[src/rtl/riscv_mem_arbiter.sv]
// ==== riscv_mem_arbiter : round-robin core/loader arbiter for the data memory ====
// rev 1.0
`timescale 1ns/1ps
`default_nettype none

module riscv_mem_arbiter #(
  parameter int ADDR_W = 10
) (
  input  logic              clock,
  input  logic              reset,
  input  logic              c_req,
  input  logic              c_we,
  input  logic [31:0]       c_addr,
  input  logic [31:0]       c_wdata,
  output logic              c_gnt,
  output logic              c_rvalid,
  output logic [31:0]       c_rdata,
  input  logic              l_req,
  input  logic              l_we,
  input  logic [31:0]       l_addr,
  input  logic [31:0]       l_wdata,
  output logic              l_gnt,
  output logic              l_rvalid,
  output logic [31:0]       l_rdata,
  output logic              mem_en,
  output logic              mem_we,
  output logic [ADDR_W-1:0] mem_addr,
  output logic [31:0]       mem_wdata,
  input  logic [31:0]       mem_rdata
);

  typedef enum logic [0:0] {
    IDLE = 1'b0,
    RESP = 1'b1
  } state_t;

  localparam logic PORT_C = 1'b0;
  localparam logic PORT_L = 1'b1;

  state_t state_q, state_d;
  logic   owner_q, owner_d;
  logic   last_q,  last_d;
  logic   we_q,    we_d;
  logic   winner;

  // Byte-offset bits and bits above the memory depth never reach the memory.
  logic unused_addr_bits;
  assign unused_addr_bits = ^{c_addr[31:ADDR_W+2], c_addr[1:0],
                              l_addr[31:ADDR_W+2], l_addr[1:0]};

  // Loader wins when alone, or on a tie when the core had the last grant.
  assign winner = l_req & (~c_req | (last_q == PORT_C));

  always_ff @(posedge clock or posedge reset) begin
    if (reset) begin
      state_q <= IDLE;
      owner_q <= PORT_C;
      last_q  <= PORT_L;
      we_q    <= 1'b0;
    end else begin
      state_q <= state_d;
      owner_q <= owner_d;
      last_q  <= last_d;
      we_q    <= we_d;
    end
  end

  always_comb begin
    state_d   = state_q;
    owner_d   = owner_q;
    last_d    = last_q;
    we_d      = we_q;
    c_gnt     = 1'b0;
    l_gnt     = 1'b0;
    c_rvalid  = 1'b0;
    l_rvalid  = 1'b0;
    c_rdata   = '0;
    l_rdata   = '0;
    mem_en    = 1'b0;
    mem_we    = 1'b0;
    mem_addr  = '0;
    mem_wdata = '0;
    // Combinational outputs are forced low while reset is held.
    if (!reset) begin
      case (state_q)
        IDLE: begin
          if (c_req || l_req) begin
            c_gnt     = (winner == PORT_C);
            l_gnt     = (winner == PORT_L);
            mem_en    = 1'b1;
            mem_we    = winner ? l_we : c_we;
            mem_addr  = winner ? l_addr[ADDR_W+1:2] : c_addr[ADDR_W+1:2];
            mem_wdata = winner ? l_wdata : c_wdata;
            state_d   = RESP;
            owner_d   = winner;
            last_d    = winner;
            we_d      = mem_we;
          end
        end
        RESP: begin
          state_d = IDLE;
          if (owner_q == PORT_C) begin
            c_rvalid = 1'b1;
            c_rdata  = we_q ? '0 : mem_rdata;
          end else begin
            l_rvalid = 1'b1;
            l_rdata  = we_q ? '0 : mem_rdata;
          end
        end
        default: state_d = IDLE;
      endcase
    end
  end

endmodule

`default_nettype wire

[config.mk]
export PLATFORM = sky130hd
export DESIGN_NAME = riscv_mem_arbiter
export DESIGN_NICKNAME = d
export VERILOG_FILES = /design/src/rtl/riscv_mem_arbiter.sv
export SDC_FILE = /design/constraint.sdc
export NUM_CORES = 1
export LEC_CHECK = 0
export ABC_AREA = 1
export BUFFER_PORTS_ARGS = -buffer_cell sky130_fd_sc_hd__buf_2
export CAP_MARGIN = 20
export CELL_PAD_IN_SITES_DETAIL_PLACEMENT = 1
export CELL_PAD_IN_SITES_GLOBAL_PLACEMENT = 1
export CORE_MARGIN = 2
export CORE_UTILIZATION = 12
export CTS_CLUSTER_SIZE = 8
export DETAILED_ROUTE_END_ITERATION = 12
export PLACE_DENSITY = 0.82
export SLEW_MARGIN = 20
export SYNTH_ARGS = -nofsm -noshare
export SYNTH_HDL_FRONTEND = slang
export SYNTH_SLANG_ARGS = --single-unit
[constraint.sdc]
create_clock -name clock -period 1.9 [get_ports clock]
set_input_delay 0.19 -clock clock [delete_from_list [all_inputs] [get_ports clock]]
set_output_delay 0.19 -clock clock [all_outputs]
set_load 0.05 [all_outputs]
Yosys cells after proc, flatten, opt, wreduce, memory -nomap -nowiden
Index checks and enable logic that the tools add are counted.
{"block": "word_totals", "regBits": 4, "input_bits": 166}
{"block": "op_classes", "mux": 35, "n_bitwise": 7, "n_reduce_logical": 2}
{"cell": "$mux W32", "n": 11}
{"cell": "$mux W10", "n": 4}
{"cell": "$mux W1", "n": 19}
{"cell": "$not A1 Y1", "n": 5}
{"cell": "$reduce_and A3 Y1", "n": 1}
{"cell": "$pmux W1 S2", "n": 1}
{"cell": "$and A1 B1 Y1", "n": 1}
{"cell": "$logic_or A1 B1 Y1", "n": 1}
{"cell": "$or A1 B1 Y1", "n": 1}

Longest topological paths before layout
Gate-level depths: netlist of run 1.
{"block": "depth", "ltp_word": 7, "mapped_depth": 6, "depth_no_buf": 6}

Least setup slack after synthesis of run 1
No wires, ideal clock.
{"block": "synth_timing", "kind": "reg-to-output", "start": "reg state_q", "end": "out mem_wdata[23]", "arrival_time_ps": 1621, "t_required_ps": 1710, "path_slack_ps": 89, "path_stages_with_launch": 7, "path_buffers": 1, "cell_sequence": "dfrtp_1 > inv_1 > nand2_2 > nor2_8 > buf_6 > o21ai_0 > nor2_1"}
{"block": "synth_between", "elab_chain_len": 2}
{"element": "start, declared", "line": "40", "source": "state_t state_q, state_d;"}
{"element": "start signal, assigned", "line": "61", "source": "state_q <= state_d;"}
{"element": "$mux W32", "line": "85", "source": "case (state_q)"}
{"element": "$mux W32", "line": "84", "source": "if (!reset) begin"}
{"element": "end, declared", "line": "28", "source": "output logic [31:0] mem_wdata,"}
No other way between the ends.

Final worst setup path of run 1
{"block": "layout_timing", "start": "reg state_q", "end": "out c_gnt"}
{"block": "layout_between", "elab_chain_len": 2}
{"element": "$mux W1", "line": "85"}
{"element": "$mux W1", "line": "84"}
{"element": "end, declared", "line": "15", "source": "output logic c_gnt,"}
No other way between the ends.

==> results of run 1 <==
-- synth_stat cells (all sizes together) --
cell type and instances:
nor2 152, o21ai 44, nand2 40, buf 21, inv 12, nand3 4, dfrtp 3, dfstp 1
-- cell families (layout without fill, tap and decap cells) --
group	Yosys count	count (layout)	synth area share (%)
AO/OA/AOI/OAI	44	44	17.2
flip-flops	4	4	7.93
buffers and inverters	33	269	15.1
AND/OR/NAND/NOR	196	198	59.8
-- path summary, 6_finish.rpt --
path | from | to | slack, ns | cells after the start
worst max-delay path | state_q | c_gnt | 0.08 | 8
worst min-delay path | reset | last_q | 0.13 | 3
worst max register to register | state_q | we_q | 0.63 | 8
worst min register to register | we_q | we_q | 0.50 | 2
max in group asynchronous | reset | owner_q | 1.19 | 4
min in group clock | c_we | we_q | 0.36 | 5
-- power breakdown --
part,switching [mW],internal [mW],leakage (nW)
logic,1.00,0.425,1.75
registers,0.0169,0.109,0.0472
clock network,0.0497,0.144,0.0228
total,1.07,0.678,1.82
-- flip-flops by register name (all words and copies together) (netlist names) --
signal,count
last_q,1
owner_q,1
state_q,1
we_q,1
-- layout make-up --
class	instances	area share, %
repair buffers	253	52.4
multi-input cells	242	35.1
well taps	136	5.81
flip-flops and latches	4	3.46
inverters	12	1.71
clock buffers	4	1.54
-- per-stage QoR --
step | setup TNS [ns] | instance area [um^2] | setup WS (ns)
floorplan | 0 | 1280 | 0.0891
global placement | 0 | 2550 | 0.0696
detailed placement | 0 | 2550 | 0.0185
CTS | 0 | 2640 | 0.00351
global route | -0.0588 | 2930 | -0.0286
finish | 0 | 2930 | 0.0784
-- routing by layer --
metal,part of all wire [%],vias up,global-route usage [%]
met5,0,-,0
met4,0.55,0,1.67
met3,10,4,2.74
met2,53,162,24.2
met1,36,1195,12.1
li1,-,1329,-
-- worst min-delay path, stage by stage --
cell and delay (ns):
buf_2 0.10, inv_2 0.07, buf_4 0.14
-- repair_timing --
action	CTS	global route
gates resized for setup	11	46
hold buffers	1	0
setup buffers	0	6
endpoints found under the setup margin	44	44
pin swaps	0	5
hold endpoints to repair	3	0
cloned	0	8
==> flow_results.org, run 1 <==
** Worst setup path
- The largest single stage delay on the critical path is approximately 0.39 ns.
- Data arrival at the endpoint of the critical path :: 1.63 ns
- The most numerous cell type found on the critical path is buf_4.
- STA puts the critical path data required time at about 1.7 ns.
- The cell family contributing the most delay on the critical path is buffers and inverters.
- Critical path type :: reg2out
- Endpoint type of the worst setup path :: primary output
- Slowest stage cell, crit path :: dfrtp_1
- Worst path cell trace :: inv_2, nand2_4, buf_4, nor2_4, buf_4, inv_1, nor2_1, buf_12
- Startpoint class of the critical path :: register
- Together, buffers and inverters on the worst path number 5.
- Maximum net fanout on the critical path :: 4

** GRT
- Maximum number of pins on one net before global-route repair :: 44
- The first global-routing pass estimated approximately 11,000 um of wire.
- The initial antenna violation count is 0.
- Overall overflow remaining after global route :: 0
- The via count of the first global-routing pass is about 2,600.
- Across every metal layer, demand over resource in global routing totals approximately an eighth.

** STA
- The tightest hold path in the finished design has a slack of around 0.13 ns.
- Transition at the pin with the smallest max-transition slack :: 0.353 ns
- The total count of max-transition violations in the final report was 0.
- Clock skew on the completed layout was measured at around 0.00012 ns.
- In this run the tightest slew margin relative to its limit is approximately 76%.
- Shortest period the worst path allows :: 1.82 ns
- Setup violations remaining at the end of the flow were counted as 0.
- Highest achievable clock rate :: around 550 MHz
- The final hold violation count came to 0.
- Of the available clock period, the critical path in the final layout requires a little over nine tenths.

** Drt
- Remaining routing DRC violations :: 0
- Wire length per cell :: around 13 um
- Total routed wirelength :: 8530 um
- Via count of the routed design :: 2,690
- The detail route stage leaves a number of antenna-violating nets equal to 0.
- Via/cell ratio :: between 4 and 5
- Router iterations before antenna repair :: 4
- Number of violations reported at the end of detailed-routing iteration 0 :: 150

** Layout
- Total Nets Final :: just under 700
- In the final layout, flip-flops and latches occupy just over 100 um^2.
- Area grow syn2layout :: 129%
- Once layout is complete, the cells apart from fillers number 651.
- Leaving out fill and tap cells, the most frequent cell in the layout is buf_2.
- Most frequent cells in the layout :: 205 x buf_2, 150 x nor2_1, 37 x nand2_1
- Multi-input gate area in the final layout :: 0.00103 mm^2
- The layout has 1,431 filler cells.
- Final core area utilization :: ~28%
- The repair_antennas step left the layout with diodes totalling 0.
- Layout cell share with drive strength beyond 1 :: about 52%

** Clock tree
- In this run, CTS created clock tree buffers numbering 3.
- The root buffer cell chosen for the clock tree is clkbuf_8.
- Maximum number of buffers from clock root to sink :: 2
- Number of clock sinks :: 4
- In this run the number of H-tree levels came out at 1.
- Clock-pin transition on the worst setup and hold timing paths :: ~0.03 ns
- TritonCTS built the clock tree.
- Clock latency on the worst-skew pair, taken at its later pin, is between 0.2 and 0.25 ns.

** Job
- Max_cap viols :: 0

** Logic synthesis
- After synthesis the netlist holds a flip-flop and latch count of 4.
- When the netlist entered floorplanning its net count stood at about 440.
- In this run the mean area of a mapped cell was 4.62 um^2.
- Yosys printed 0 warnings.
- Sequential area share after synthesis :: under 10%
- The cell area that synthesis handed to floorplanning was approximately 0.0013 mm^2.
- Post-synth top area share :: approximately 44%
- In the synthesized netlist, the number of instances is ~280.
- The largest total area in the synthesized netlist belongs to nor2_1.
- The number of different library cells used by synthesis comes to 15.
- Ranked by total cell area, the synthesized netlist is headed by nor2_1 44%, o21ai_0 13%, nand2_1 11%.

** Floorplan
- For this configuration, the core starts out at a cell density of 12.4%.
- In this run the standard cell core region covers 0.0103 mm^2.
- Die outline width :: about 110 um
- Die span in y :: around 110 um
- about 280 I/O pins were placed.
- The die covers roughly 0.011 mm^2.
- Row generation in the floorplan step produced 37 rows.

** Placement
- DPL Wire Length :: between 6000 and 7000 um
- Count of port buffers added during placement :: 233
- After detailed placement, the design holds a cell count of roughly 630.
- At the end of routability-driven placement, the weighted congestion stood at between 0.7 and 0.8.

** Power and ir drop
- Power per standard cell area :: slightly below 600 mW/mm^2
- PnR Total Power :: around 1.7 mW
- Static Leakage :: approximately 1.8 nW
- VDD IR max :: ~0.2 mV

** Run status
- Outcome :: finished, final reports clean

** Min path
- Min-Delay Path Class :: in2async
(Power assumes the default switching activity.)
==> inputs of run 2 (changes only) <==
CORE_ASPECT_RATIO = 0.75   (was not set)
==> run 2 against run 1 <==
Against the previous run: final cell count fell by 1.1%; design area fell by 3.8%; worst hold slack lost 0.098 ns; maximum frequency decreased by 3.6%; setup slack worse by 0.069 ns; critical path depth down 2; count of clock-buffer cells in the layout stayed put; register-to-register slack worse by 0.09 ns; utilization fell by 1.1 points; combinational power shrank 4%; power up 4.9%; critical endpoint is now mem_wdata[28]; largest cell class unchanged; highest routed layer unchanged.
==> flow_results.org, run 2 (synthesized netlist as in run 1, its figures left out) <==
** Clock tree
- Clk_lat worst skew :: 0.23 ns (about the same)
- Clock tree synthesis selected as its root buffer the cell clkbuf_16.
- H-Tree Depth :: 1 (unchanged)
- Clock tree from TritonCTS :: yes
- Number of clock sinks :: 4 (unchanged)
- The CTS buffer count came to 3 (unchanged).
- Clock-pin transition on the worst setup and hold timing paths :: 0.03 ns (about the same)
- Maximum number of buffers from clock root to sink :: 2 (unchanged)

** STA
- Least setup slack across all paths after layout :: 0.00939 ns (-0.0690 ns)
- The summed negative setup slack over all endpoints is 0 ns (unchanged).
- The peak clock frequency supported by timing was 529 MHz (-3.6%).
- The final hold violation count came to 0 (unchanged).
- RSZ-0062 raised after global routing :: true
- The relative slew slack came to 56.1% (-20 points).
- The final clock period utilization by the worst path is 99.5% (+3.6 points).
- Clock tree skew after final layout :: 0.00195 ns (+0.00182 ns)
- The total count of max-transition violations in the final report is 0 (unchanged).
- The number of endpoints failing setup at the final stage was 0 (unchanged).
- The transition at the pin with the smallest max-transition slack is 0.658 ns (+0.304 ns).
- The clock period minus worst slack came to 1.89 ns (+0.0690 ns).

** Placement
- Count of port buffers added during placement :: 233 (unchanged)
- The global placement routability congestion was 0.720 (-1.2%).
- The detailed-placement wirelength estimate is 6420 um (+3.6%).
- The number of cells after detailed placement came to 630 (-0.32%).
- Worst slack at placement :: 0.0383 ns (+0.0199 ns)

** Drt
- Via/cell ratio :: 4.16 (+0.75%)
- The number of routed nets with antenna violations was 0 (unchanged).
- The count of TritonRoute iterations in the first routing pass came to 5 (+1).
- Total routed wirelength :: 8690 um (+1.8%)
- The per-cell routed wire length came to 13.5 um (+2.9%).
- Number of violations reported at the end of detailed-routing iteration 0 :: 48 (-68%)
- The overall via count from detail_route was 2,681 (-0.33%).
- The number of remaining DRC errors came to 0 (unchanged).

** Layout
- Antenna Diode Count :: 0 (unchanged)
- Area grow syn2layout :: 120%
- The number of filler cells placed in the layout was 1,432 (+0.070%).
- The share of layout cells above drive strength 1 is 51.2% (-0.47 points).
- The multi-input logic area is 0.00104 mm^2 (+1.2%).
- Sequential cell area :: 101 um^2 (unchanged)
- The non-filler instance count after layout is 644 (-1.1%).
- Most frequent cells in the layout :: 210 x buf_2, 149 x nor2_1, 38 x nand2_1
- Final core area utilization :: 27.3% (-1.1 points)
- Total Nets Final :: 675 (-1.0%)
- Leaving out fill and tap cells, the most frequent cell in the layout is buf_2.

** GRT
- Initial antenna violation count :: 0 (unchanged)
- GRT Overall Usage :: 13.7% (+1.9 points)
- Global-route wire length before repair :: 12,500 um (+9.5%)
- The largest net degree at the start of global routing came to 44 (unchanged).
- Number of global-route vias before repair :: 2,622 (+0.77%)
- The total congestion overflow after global routing is 0 (unchanged).

** Power and ir drop
- The switching share of total power came to 58.8% (-2.4 points).
- Power per standard cell area :: 650 mW/mm^2 (+9.1%)
- VDD IR max :: 0.268 mV (+33%)
- Sequential share of power :: 6.7% (-0.5 points)
- The standby leakage power was 1.76 nW (-3.5%).
- Internal portion of total power :: 0.755 mW (+11%)
- Comb pwr share :: 74.7% (-7.0 points)
- The total chip power came to 1.83 mW (+4.9%).
- The proportion of power drawn by the clock network was 18.6% (+7.5 points).
- The reported net switching power came to 1.08 mW (+0.88%).

** Worst setup path
- Startpoint class of the critical path :: register
- Endpoint type of the worst setup path :: primary output
- The data arrival time of the critical path came to 1.70 ns (+0.07 ns).
- The critical path data required time is 1.71 ns (about the same).
- Maximum net fanout on the critical path :: 15 (+11)
- Critical path type :: reg2out

** Floorplan
- The total number of placement rows is 32 (-14%).
- Die outline width :: 123 um (+15%)
- The chip height was 93.4 um (-13%).
- Die outline area :: 0.0115 mm^2 (about the same)
- Ports placed on the boundary :: 278 (unchanged)
- The core region area was 0.0103 mm^2 (about the same).
- Initial Util :: 12.4% (about the same)

** Run status
- The run finished with clean final reports.

** Min path
- Min-Delay Path Class :: in2async

** Job
- Max_cap viols :: 0 (unchanged)
## run 2: path summary, 6_finish.rpt
check                       start  cells after the start       endpoint  slack, ns
setup / recovery           last_q                      6  mem_wdata[28]      0.009
hold / removal              reset                      2         last_q       0.03
setup reg to reg           last_q                      6        owner_q       0.54
hold reg to reg            last_q                      2         last_q       0.49
max in group asynchronous   reset                      3        owner_q       1.28
min in group clock           c_we                      5           we_q       0.32
## run 2: worst max-delay path: stages, from the launching register on
cell	delay, ns
dfstp_2	0.54
nand2_1	0.09
nand2_2	0.12
buf_4	0.21
o21ai_0	0.10
nor2_1	0.15
clkbuf_4	0.26
## run 2: area by class of cell
| class | instances | area share (%) |
|---|---|---|
| Tap cell | 136 | 6.04 |
| Clock buffer | 4 | 2.80 |
| Timing Repair Buffer | 244 | 48.9 |
| Multi-Input combinational cell | 244 | 37.0 |
| Inverter | 12 | 1.69 |
| Sequential cell | 4 | 3.60 |
## run 2: metal layers
layer / global-route usage [%] / vias to the layer above / part of all wire, %
met5: 0 / - / 0
met4: 3.69 / 0 / 0.70
met2: 27.2 / 111 / 53
li1: - / 1320 / -
met3: 2.01 / 4 / 7.2
met1: 14.8 / 1246 / 39
## run 2: through the flow
stage | hold WS [ns] | cell area (um^2)
after floorplan | -0.0454 | 1280
after global placement | 0.0793 | 2520
after detailed placement | 0.0808 | 2520
after CTS | 0.0222 | 2690
after global routing | 0.0428 | 2820
final | 0.0286 | 2820
## run 2: repair_timing
item,4_1_cts,5_1_grt
hold buffers,1,0
resized for setup,4,38
endpoints found under the setup margin,44,43
setup buffers,2,3
endpoints found under the hold margin,3,0
cloned,4,0
pin swaps,5,5
## run 2: power by group through the flow
stage	Clock (mW)	Sequential [mW]	Combinational [mW]
after detailed placement	0	0.122	1.26
after floorplan	0	0.118	0.928
final	0.341	0.123	1.37
after CTS	0.345	0.121	1.32
after global placement	0	0.119	1.22
after global routing	0.348	0.125	1.47
==> inputs of run 3 (changes only) <==
ABC_AREA = not set   (was 1)
PLACE_DENSITY = 0.84   (was 0.82)
==> run 3 against run 2 <==
Against the previous run: critical path depth decreased by 1; setup slack better by 0.058 ns; design area is 4.2% higher; register-to-register slack improved by 0.12 ns; non-clock buffer count stayed put; maximum frequency up 3.2%; power increased by 3.6%; clock power barely moved.
==> flow_results.org, run 3 <==
** Run status
- Outcome :: finished, final reports clean

** STA
- The relative slew slack was 70.6% (+14 points).
- The clock skew after layout came to 0.00411 ns (+0.00216 ns).
- The total count of max-transition violations in the final report is 0 (unchanged).
- Transition at the pin with the smallest max-transition slack :: 0.442 ns (-0.216 ns)
- The summed negative setup slack over all endpoints came to 0 ns (unchanged).
- Period utilisation layout :: 96.5% (-3.0 points)
- The clock period minus worst slack is 1.83 ns (-0.0578 ns).
- Setup violations, final :: 0 (unchanged)
- The peak clock frequency supported by timing came to 546 MHz (+3.2%).
- The final hold violation count is 0 (unchanged).

** Worst setup path
- Data arrival at the endpoint of the critical path :: 1.64 ns (-0.06 ns)
- STA classifies the critical path startpoint as a register.
- Endpoint type of the worst setup path :: primary output
- The peak fanout along the critical path is 27 (+12).
- The worst setup path is of the reg2out kind.
- The critical path data required time was 1.71 ns (about the same).

** Clock tree
- The buffers inserted during post-CTS setup optimization came to 0 (-2).
- Root Driver :: clkbuf_16
- Total CTS buffers :: 3 (unchanged)
- The count of clock tree sinks came to 4 (unchanged).
- Clk_lat worst skew :: 0.23 ns (about the same)
- The maximum level of the CTS H-tree is 1 (unchanged).
- TritonCTS built the clock tree.
- The maximum count of clock buffers along a single path was 2 (unchanged).
- The clock slew seen by the registers of the worst setup and hold paths is 0.03 ns (about the same).

** Placement
- The global placement routability congestion came to 0.720 (about the same).
- The cell area after placement came to 0.00273 mm^2 (+8.5%).
- The count of port buffers added during placement is 233 (unchanged).
- The detailed-placement wirelength estimate was 6550 um (+2.1%).
- Cell total after placement :: 627 (-0.48%)

** Drt
- Number of violations reported at the end of detailed-routing iteration 0 :: 62 (+29%)
- The per-cell routed wire length came to 12.6 um (-6.3%).
- Remaining routing DRC violations :: 0 (unchanged)
- Router iterations before antenna repair :: 4 (-1)
- The number of routed nets with antenna violations is 0 (unchanged).
- Total routed wirelength :: 7990 um (-8.0%)
- Via/cell ratio :: 4.09 (-1.6%)
- The overall via count from detail_route came to 2,588 (-3.5%).

** Floorplan
- Placeable core region :: 0.0102 mm^2 (-1.5%)
- Number of rows created at floorplan :: 32 (unchanged)
- The number of ports placed on the die boundary came to 278 (unchanged).
- Die outline area :: 0.0112 mm^2 (-2.8%)
- The effective utilization at floorplan came to 12.2% (-0.17 points).
- Die span in y :: 92.1 um (-1.4%)
- The width of the die came to 121 um (-1.4%).

** Logic synthesis
- In the post-synthesis netlist, the biggest area contributors are nand2_1 36%, nor2_1 20%, a21oi_1 17%.
- Syn avg cell area :: 4.58 um^2 (-0.79%)
- The number of flip-flops and latches in the synthesized netlist came to 4 (unchanged).
- The top cell type's share of synthesized area came to 35.7% (-8.3 points).
- Library cell with the highest instance count after synthesis :: nand2_1
- Syn Inst Count :: 271 (-2.2%)
- Net count after synthesis :: 437 (-1.4%)
- The total of warnings raised by yosys is 0 (unchanged).
- The share of the yosys chip area belonging to registers was 8.17% (+0.24 points).
- Largest area contributor in the synthesized netlist :: nand2_1
- The number of flops mapped to enable cells by yosys is 0 (unchanged).
- Cell area after synthesis :: 0.00124 mm^2 (-2.9%)
- In the synthesized netlist, the cells that appear most often are 118 x nand2_1, 66 x nor2_1, 43 x a21oi_1.
- Primary FF master, synth :: dfrtp_1
- The count of distinct cell types in the synthesized netlist was 19 (+4).
- The async set-reset flop share out of synthesis came to 100% (unchanged).

** Layout
- The total non-filler cell area in the finished layout was 0.00293 mm^2 (+4.2%).
- Final core area utilization :: 28.9% (+1.6 points)
- Most frequent cells in the layout :: 196 x buf_2, 118 x nand2_1, 66 x nor2_1
- The non-filler instance count after layout is 632 (-1.9%).
- Final-layout fill cell count :: 1,382 (-3.5%)
- The total number of nets in the final design came to 663 (-1.8%).
- Layout cell share with drive strength beyond 1 :: 59.1% (+7.9 points)
- Compared with the post-synthesis result, the final layout area differs by 136%.
- Antenna Diode Count :: 0 (unchanged)
- Most common cell after layout, fill and taps aside :: buf_2

** Power and ir drop
- Static Leakage :: 1.72 nW (-2.2%)
- The peak supply drop came to 0.331 mV (+23%).
- The power density over the cells came to 647 mW/mm^2 (-0.56%).

** Min path
- The tightest min-delay check is of the in2async type.

** GRT
- Maximum number of pins on one net before global-route repair :: 34 (-23%)
- The first-pass GRT wire length is 12,200 um (-2.6%).
- The initial antenna violation count was 0 (unchanged).
- GRT Overall Usage :: 13.1% (-0.60 points)
- Overall overflow remaining after global route :: 0 (unchanged)
- The via count of the first global-routing pass was 2,586 (-1.4%).

** Job
- The total of max-cap violations was 0 (unchanged).
run 3: changes by cell type in the layout (fill, tap and decap cells not counted), moves of 3 or more:
cell,change
buf_4,+32
inv_1,-3
o21ai_1,-12
nand2_1,+80
o21ai_0,-31
clkbuf_4,-14
nor2_4,-3
nor2_1,-83
a21oi_2,+41
buf_2,-14
run 3: path summary, 6_finish.rpt:
check / depth (start not counted) / slack, ns / endpoint / startpoint
max in group asynchronous: 3 / 1.24 / state_q / reset
min in group clock: 2 / 0.25 / last_q / c_req
setup reg to reg: 3 / 0.66 / we_q / last_q
hold / removal: 2 / 0.08 / last_q / reset
setup / recovery: 5 / 0.07 / mem_wdata[13] / last_q
hold reg to reg: 1 / 0.51 / owner_q / owner_q
run 3: through the flow:
stage | worst slack (ns) | hold WS, ns | total power [mW]
after floorplan | 0.0647 | -0.0285 | 1.12
after global placement | 0.169 | 0.129 | 1.46
after detailed placement | 0.145 | 0.142 | 1.51
after CTS | -0.0139 | 0.0715 | 1.90
after global routing | -0.00225 | 0.0994 | 2.01
final | 0.0672 | 0.0786 | 1.90
run 3: per-layer routing:
layer	vias to the layer above	global-route usage [%]	wire [um]
li1	1289	-	-
met1	1189	13.5	3000
met2	104	27.3	4470
met3	6	2.11	481
met4	0	2.30	46
met5	-	0	0
run 3: area by class of cell:
type | instances | area [um^2] | area share, %
repair buffers | 244 | 1390 | 47.2
multi-input cells | 238 | 1180 | 40.1
well taps | 136 | 170 | 5.80
flip-flops and latches | 4 | 101 | 3.45
clock buffers | 4 | 78.8 | 2.69
inverters | 6 | 22.5 | 0.768
run 3: what timing repair did:
item,CTS,global route
hold buffers,1,0
gates cloned,0,0
gates resized for setup,36,6
endpoints found under the hold margin,3,0
setup endpoints to repair,40,38
run 3: cell families (layout without fill, tap and decap cells):
kind of cell / after synthesis / in the layout / synth area share [%]
DFF: 4 / 4 / 8.17
muxes: 2 / 2 / 1.61
buffers and inverters: 29 / 254 / 11.9
and+or+nand+nor: 188 / 188 / 57.8
AOI/OAI and AO/OA: 48 / 48 / 20.6
run 3: power breakdown:
group	internal, mW	total, mW	switching (mW)	leakage, nW
logic	0.408	1.42	1.01	1.64
registers	0.115	0.142	0.0268	0.0469
clock network	0.277	0.340	0.0624	0.0382
total	0.801	1.90	1.10	1.72
run 3: critical path, cell delays in order, from the launching register on:
cell	delay (ns)
dfstp_2	0.57
a21bo_4	0.19
buf_12	0.17
nand2_1	0.08
a21oi_2	0.12
buf_2	0.27
